`config.mk`:
```
export PLATFORM = sky130hd
export DESIGN_NAME = note_roll_renderer
export DESIGN_NICKNAME = d
export VERILOG_FILES = /design/src/rtl/note_roll_renderer.sv
export SDC_FILE = /design/constraint.sdc
export NUM_CORES = 2
export LEC_CHECK = 0
export CORE_ASPECT_RATIO = 0.5
export CORE_UTILIZATION = 30
export CTS_BUF_LIST = sky130_fd_sc_hd__clkbuf_4
export CTS_CLUSTER_DIAMETER = 50
export CTS_CLUSTER_SIZE = 10
export DETAILED_ROUTE_END_ITERATION = 10
export PLACE_DENSITY = 0.55
export SYNTH_ARGS = -nofsm -noshare
export SYNTH_HDL_FRONTEND = slang
export SYNTH_SLANG_ARGS = --single-unit
```
`constraint.sdc`:
```
create_clock -name clk -period 6.5 [get_ports clk]
set_clock_uncertainty 0.15 [all_clocks]
set_input_delay 1.3 -clock clk [delete_from_list [all_inputs] [get_ports clk]]
set_output_delay 1.3 -clock clk [all_outputs]
set_load 0.005 [all_outputs]
```
`src/rtl/note_roll_renderer.sv`:
```
`default_nettype none
// ============================================================================
// Module   : note_roll_renderer
// Purpose  : Scrolling key-press history (circular row buffer) and registered
//            colour source for the note-roll region of the frame.
//            Optional older-half fade: define NOTE_ROLL_FADE_EN.
// Revision : 1.0  initial release
// ============================================================================
module note_roll_renderer #(
    parameter int          NUM_KEYS    = 24,
    parameter int          LANE_W      = 6,
    parameter int          ROWS        = 92,
    parameter int          SCROLL_DIV  = 2,
    parameter logic [23:0] NOTE_COLOUR = 24'h3366FF,
    parameter logic [23:0] BG_COLOUR   = 24'hFFFFFF
) (
    input  logic                clk,
    input  logic                resetn,
    input  logic                frameTick,
    input  logic                scrollEn,
    input  logic                clearRoll,
    input  logic [NUM_KEYS-1:0] keyState,
    input  logic [7:0]          pixX,
    input  logic [7:0]          pixY,
    output logic [23:0]         pixColour,
    output logic                pixValid,
    output logic                rollReady
);

    localparam int c_PTR_W      = (ROWS > 1) ? $clog2(ROWS) : 1;
    localparam int c_LANE_IDX_W = (NUM_KEYS > 1) ? $clog2(NUM_KEYS) : 1;
    localparam int c_TICK_W     = (SCROLL_DIV > 1) ? $clog2(SCROLL_DIV) : 1;

    localparam logic [c_PTR_W-1:0]  c_LAST_ROW   = c_PTR_W'(ROWS - 1);
    localparam logic [c_TICK_W-1:0] c_LAST_TICK  = c_TICK_W'(SCROLL_DIV - 1);
    localparam logic [8:0]          c_ROWS_9     = 9'(ROWS);
    localparam logic [8:0]          c_LANE_END_9 = 9'(NUM_KEYS * LANE_W);
    localparam logic [7:0]          c_LANE_W_8   = 8'(LANE_W);

`ifdef NOTE_ROLL_FADE_EN
    localparam logic [7:0] c_HALF_ROWS_8 = 8'(ROWS / 2);
    localparam logic [8:0] c_FADE_R = ({1'b0, NOTE_COLOUR[23:16]} + {1'b0, BG_COLOUR[23:16]}) >> 1;
    localparam logic [8:0] c_FADE_G = ({1'b0, NOTE_COLOUR[15:8]}  + {1'b0, BG_COLOUR[15:8]})  >> 1;
    localparam logic [8:0] c_FADE_B = ({1'b0, NOTE_COLOUR[7:0]}   + {1'b0, BG_COLOUR[7:0]})   >> 1;
    localparam logic [23:0] c_FADE_COLOUR = {c_FADE_R[7:0], c_FADE_G[7:0], c_FADE_B[7:0]};
`endif

    typedef enum logic [0:0] {
        ST_CLEAR = 1'b0,
        ST_RUN   = 1'b1
    } state_t;

    state_t                state_q,      state_d;
    logic [c_PTR_W-1:0]    clr_idx_q,    clr_idx_d;
    logic [c_PTR_W-1:0]    wr_ptr_q,     wr_ptr_d;
    logic [c_TICK_W-1:0]   tick_cnt_q,   tick_cnt_d;
    logic [NUM_KEYS-1:0]   accum_q,      accum_d;
    logic                  roll_ready_q, roll_ready_d;
    logic [23:0]           pix_colour_q, pix_colour_d;
    logic                  pix_valid_q,  pix_valid_d;

    logic [NUM_KEYS-1:0]   roll_mem_q [ROWS];

    logic                  w_mem_we;
    logic [c_PTR_W-1:0]    w_mem_waddr;
    logic [NUM_KEYS-1:0]   w_mem_wdata;

    logic                  w_in_rows;
    logic                  w_in_lanes;
    logic [8:0]            w_row_sum;
    logic [8:0]            w_row_wrap;
    logic [c_PTR_W-1:0]    w_row_idx;
    logic [7:0]            w_lane_full;
    logic [c_LANE_IDX_W-1:0] w_lane;
    logic [NUM_KEYS-1:0]   w_row_bits;
    logic                  w_cell;

    // ------------------------------------------------------------------
    // Control: clear sweep, accumulation, tick division and scrolling
    // ------------------------------------------------------------------
    always_comb begin
        state_d      = state_q;
        clr_idx_d    = clr_idx_q;
        wr_ptr_d     = wr_ptr_q;
        tick_cnt_d   = tick_cnt_q;
        accum_d      = accum_q;
        roll_ready_d = roll_ready_q;
        w_mem_we     = 1'b0;
        w_mem_waddr  = wr_ptr_q;
        w_mem_wdata  = '0;

        if (clearRoll) begin
            // A clear request overrides everything, including a coincident scroll.
            state_d      = ST_CLEAR;
            clr_idx_d    = '0;
            roll_ready_d = 1'b0;
            tick_cnt_d   = '0;
            accum_d      = '0;
        end else begin
            case (state_q)
                ST_CLEAR: begin
                    accum_d     = '0;
                    w_mem_we    = 1'b1;
                    w_mem_waddr = clr_idx_q;
                    if (clr_idx_q == c_LAST_ROW) begin
                        state_d      = ST_RUN;
                        clr_idx_d    = '0;
                        wr_ptr_d     = '0;
                        roll_ready_d = 1'b1;
                    end else begin
                        clr_idx_d = clr_idx_q + c_PTR_W'(1);
                    end
                end
                ST_RUN: begin
                    accum_d = accum_q | keyState;
                    if (frameTick && scrollEn) begin
                        if (tick_cnt_q < c_LAST_TICK) begin
                            tick_cnt_d = tick_cnt_q + c_TICK_W'(1);
                        end else begin
                            w_mem_we    = 1'b1;
                            w_mem_waddr = wr_ptr_q;
                            w_mem_wdata = accum_q | keyState;
                            wr_ptr_d    = (wr_ptr_q == c_LAST_ROW) ? '0 : wr_ptr_q + c_PTR_W'(1);
                            tick_cnt_d  = '0;
                            accum_d     = '0;
                        end
                    end
                end
                default: begin
                    state_d = ST_CLEAR;
                end
            endcase
        end
    end

    // ------------------------------------------------------------------
    // Pixel lookup: oldest row at pixY=0, newest at pixY=ROWS-1
    // ------------------------------------------------------------------
    always_comb begin
        w_in_rows   = ({1'b0, pixY} < c_ROWS_9);
        w_in_lanes  = ({1'b0, pixX} < c_LANE_END_9);
        w_row_sum   = {{(9 - c_PTR_W){1'b0}}, wr_ptr_q} + {1'b0, pixY};
        w_row_wrap  = (w_row_sum >= c_ROWS_9) ? (w_row_sum - c_ROWS_9) : w_row_sum;
        w_row_idx   = w_in_rows ? c_PTR_W'(w_row_wrap) : '0;
        w_lane_full = pixX / c_LANE_W_8;
        w_lane      = w_in_lanes ? c_LANE_IDX_W'(w_lane_full) : '0;
        w_row_bits  = roll_mem_q[w_row_idx];
        w_cell      = w_row_bits[w_lane];

        pix_colour_d = BG_COLOUR;
        pix_valid_d  = w_in_rows & roll_ready_q;
        if ((state_q == ST_RUN) && w_in_rows && w_in_lanes && w_cell) begin
`ifdef NOTE_ROLL_FADE_EN
            pix_colour_d = (pixY < c_HALF_ROWS_8) ? c_FADE_COLOUR : NOTE_COLOUR;
`else
            pix_colour_d = NOTE_COLOUR;
`endif
        end
    end

    always_ff @(posedge clk) begin
        if (!resetn) begin
            state_q      <= ST_CLEAR;
            clr_idx_q    <= '0;
            wr_ptr_q     <= '0;
            tick_cnt_q   <= '0;
            accum_q      <= '0;
            roll_ready_q <= 1'b0;
            pix_colour_q <= BG_COLOUR;
            pix_valid_q  <= 1'b0;
        end else begin
            state_q      <= state_d;
            clr_idx_q    <= clr_idx_d;
            wr_ptr_q     <= wr_ptr_d;
            tick_cnt_q   <= tick_cnt_d;
            accum_q      <= accum_d;
            roll_ready_q <= roll_ready_d;
            pix_colour_q <= pix_colour_d;
            pix_valid_q  <= pix_valid_d;
        end
    end

    always_ff @(posedge clk) begin
        if (resetn && w_mem_we) begin
            roll_mem_q[w_mem_waddr] <= w_mem_wdata;
        end
    end

    assign pixColour = pix_colour_q;
    assign pixValid  = pix_valid_q;
    assign rollReady = roll_ready_q;

endmodule
`default_nettype wire

```
==> flow_metrics.env <==
export IMPL_cp_top_family="compound AO/OA/AOI/OAI gates"
export IMPL_synth_seq_cells=2251
export IMPL_final_layout_size_suffix_gt1_frac=0.192
export IMPL_first_pass_iters=7
export IMPL_multi_input_area_mm2=0.0222
export IMPL_htreeDepth=5
export IMPL_areaGrowthSynthToFinish_pct=15.2
export IMPL_synth_cell_types=88
export IMPL_clock_root_buffer="clkbuf_4"
export IMPL_wirelength_um=303000
export IMPL_r2r_start="wr_ptr_q[1]"
export IMPL_relSlewSlack=0.0937
export IMPL_finalSetupViolations=0
export IMPL_r2r_end="pixColour[22]"
export IMPL_tightest_slew_ns=1.36
export IMPL_nets=7018
export IMPL_ys_top_cells_by_count="edfxtp_1 (2208), nand2_1 (1256), a211oi_1 (300), a311oi_1 (299), nor2b_1 (267)"
export IMPL_dp_hpwl_um=187000
export IMPL_clkPwrFrac=0.281
export IMPL_synth_async_reset_ratio=0
export IMPL_p_sw_mw=6.28
export IMPL_clock_sinks=2251
export IMPL_yosys_area_share_simple=0.110
export IMPL_synth_avg_cell_area_um2=14.4
export IMPL_seqCellArea_mm2=0.0672
export IMPL_cts_buffers=268
export IMPL_synth_xor_area_share=0.00155
export IMPL_hold_path_startpoint="accum_q[23]"
export IMPL_clk_path_buf_depth=4
export IMPL_syn_area_mm2=0.0907
export IMPL_crit_top_cell="buf_4"
export IMPL_fmax_ghz=0.155
export IMPL_ir_drop_v=0.000137
export IMPL_yosys_top_cells_area="edfxtp_1 (73%), nand2_1 (5.2%), a311oi_1 (2.9%)"
export IMPL_startpoint_type="input pin"
export IMPL_cts_tree="yes"
export IMPL_final_util=0.348
export IMPL_yosysTopAreaCell="edfxtp_1"
export IMPL_dieWidth_um=779
export IMPL_slew_violations=0
export IMPL_fp_dieH_um=391
export IMPL_initial_utilization=0.302
export IMPL_cp_max_fo=7
export IMPL_yosys_area_share_adder=0.00160
export IMPL_gr_total_overflow=0
export IMPL_powerDensity_mw_per_mm2=241
export IMPL_clk_latency_ns=1.24
export IMPL_worstPathRequired_ns=7.47
export IMPL_num_vias=59444
export IMPL_hold_path_class="reg -> reg"
export IMPL_synth_top_area_frac=0.731
export IMPL_synth_compound_area_share=0.0859
export IMPL_critPathBufInv=8
export IMPL_crit_arrival_ns=7.43
export IMPL_period_minus_slack_ns=6.46
export IMPL_criticalPathCategory="in -> reg"
export IMPL_place_gp_congestion=0.931
export IMPL_worstRegToRegCells=26
export IMPL_wl_per_cell_um=27.4
export IMPL_whs_path_depth=2
export IMPL_whs_endpoint="accum_q[23]"
export IMPL_grt_pass1_wl_um=423000
export IMPL_rows=142
export IMPL_grt_max_degree=142
export IMPL_cts_clk_slew_worst_paths_ns=0.12
export IMPL_internal_power_mw=18.9
export IMPL_post_cts_buffers=0
export IMPL_first_iter_violations=7637
export IMPL_design_die_area_mm2=0.305
export IMPL_antenna_found_initial=19
export IMPL_ys_warn_count=0
export IMPL_p_leak_nw=35.1
export IMPL_io_buffers=53
export IMPL_rsz0062_at_grt="false"
export IMPL_max_stage_delay_ns=0.49
export IMPL_detail_route_antenna_nets=0
export IMPL_yosysMostFrequentCell="edfxtp_1"
export IMPL_pwr_share_comb=0.098
export IMPL_core_mm2=0.300
export IMPL_finalHoldViolations=0
export IMPL_viasPerCell=5.38
export IMPL_fill_cells=28962
export IMPL_endpoint_kind="register"
export IMPL_ys_flop_type="edfxtp_1"
export IMPL_grt_pass1_vias=55665
export IMPL_synth_area_mux_share=0.0387
export IMPL_finalCritPeriodShare=0.994
export IMPL_synth_cells=6295
export IMPL_cpMaxStageDelayCell="clkdlybuf4s50_1"
export IMPL_drv_cap=0
export IMPL_synth_top_family_by_area="simple AND/OR/NAND/NOR gates"
export IMPL_cts_hold_fix_buffers=0
export IMPL_status="completed"
export IMPL_synth_edf_count=2208
export IMPL_whs_ns=0.355
export IMPL_switching_share=0.249
export IMPL_seq_area_frac_synth=0.741
export IMPL_ios=71
export IMPL_drc=0
export IMPL_reg2reg_slack_ns=0.15
export IMPL_seqPwrFrac=0.622
export IMPL_grt_usage=0.192
-- final cells by class --
type                    count  area share
diodes                      5    0.000120
clock buffers             307      0.0221
clock inverters            14     0.00157
inverters                   7    0.000252
multi-input cells        3595       0.212
flip-flops and latches   2251       0.643
well taps                4032      0.0483
repair buffers            839      0.0722
-- worst max-delay path by stage --
stage,from,to,slack (ns),depth (start not counted)
5_1_grt,pixY[1],pixColour[22],0.01,24
2_1_floorplan,pixY[0],pixColour[22],0.67,19
4_1_cts,wr_ptr_q[2],pixColour[22],0.02,25
3_5_place_dp,pixY[1],pixColour[22],-1.30,24
3_3_place_gp,pixY[1],pixColour[22],-1.42,24
6_report,pixY[1],pixColour[22],0.04,26
-- cells in the final DEF, fill, tap and decap left out, types with 35 or more instances in the layout --
master	n
nand2_1	1254
edfxtp_1	2208
nor2_4	35
nor2_1	133
o21ai_0	81
buf_4	697
nor2b_1	267
mux2i_1	161
mux4_2	71
and3_1	35
dfxtp_1	42
a31oi_1	106
buf_12	89
nand3_1	259
clkdlybuf4s50_1	53
a311oi_1	299
nor3_1	73
clkbuf_4	307
a21oi_1	108
nor2_2	81
a211oi_1	300
-- flip-flops by register name, summed over array words and instances (netlist names) --
register    count
clr_idx_q       7
pixValid        1
roll_mem_q   2208
accum_q        24
state_q         1
rollReady       1
wr_ptr_q        7
pixColour       1
tick_cnt_q      1
-- worst reg2reg max path, delay by kind of cell (launching register included) --
family | cells | cell delay [ns]
DFF | 1 | 0.32
and+or+nand+nor | 2 | 0.51
adders and majority gates | 2 | 0.52
AOI/OAI and AO/OA | 13 | 3.08
muxes | 1 | 0.25
buffers and inverters | 8 | 1.40
-- power groups by stage --
stage	combinational [mW]	clock, mW	sequential (mW)
final	2.46	7.07	15.7
after global routing	2.57	7.70	15.7
after CTS	2.42	7.21	15.7
after detailed placement	2.41	0	16.0
after global placement	2.40	0	16.0
after floorplan	1.08	0	16.0
-- repair_timing --
| action | in CTS | in global routing |
|---|---|---|
| setup endpoints to repair | 1 | 1 |
| gates resized for setup | 1 | 5 |
| cloned | 0 | 0 |
-- routing by layer --
layer | vias to the layer above | GRT usage | share of wire
met5 | - | 0 | 0.00024
li1 | 25413 | - | -
met4 | 10 | 0.0538 | 0.028
met1 | 30408 | 0.276 | 0.42
met2 | 3152 | 0.295 | 0.45
met3 | 461 | 0.0387 | 0.10
-- cell families (layout without fill, tap and decap cells) --
logic type / count (synthesis) / after routing
AO/OA/AOI/OAI: 1044 / 1044
XOR/XNOR: 16 / 16
adder cells (fa/ha/maj): 11 / 11
buffers and inverters: 464 / 1167
flip-flops: 2251 / 2251
multiplexers: 258 / 258
other: 1 / 21
AND/OR/NAND/NOR: 2250 / 2250
-- metrics by stage --
step	worst slack (ns)	cells	power [mW]	setup TNS (ns)	cell area (µm²)
floorplan	0.665	6310	17.1	0	90700
global placement	-1.42	10724	18.4	-1.42	102000
detailed placement	-1.30	10724	18.4	-1.30	102000
CTS	0.0191	11045	25.3	0	104000
global route	0.0135	11047	25.9	0	104000
finish	0.0359	11050	25.2	0	104000
(Power assumes the default switching activity.)
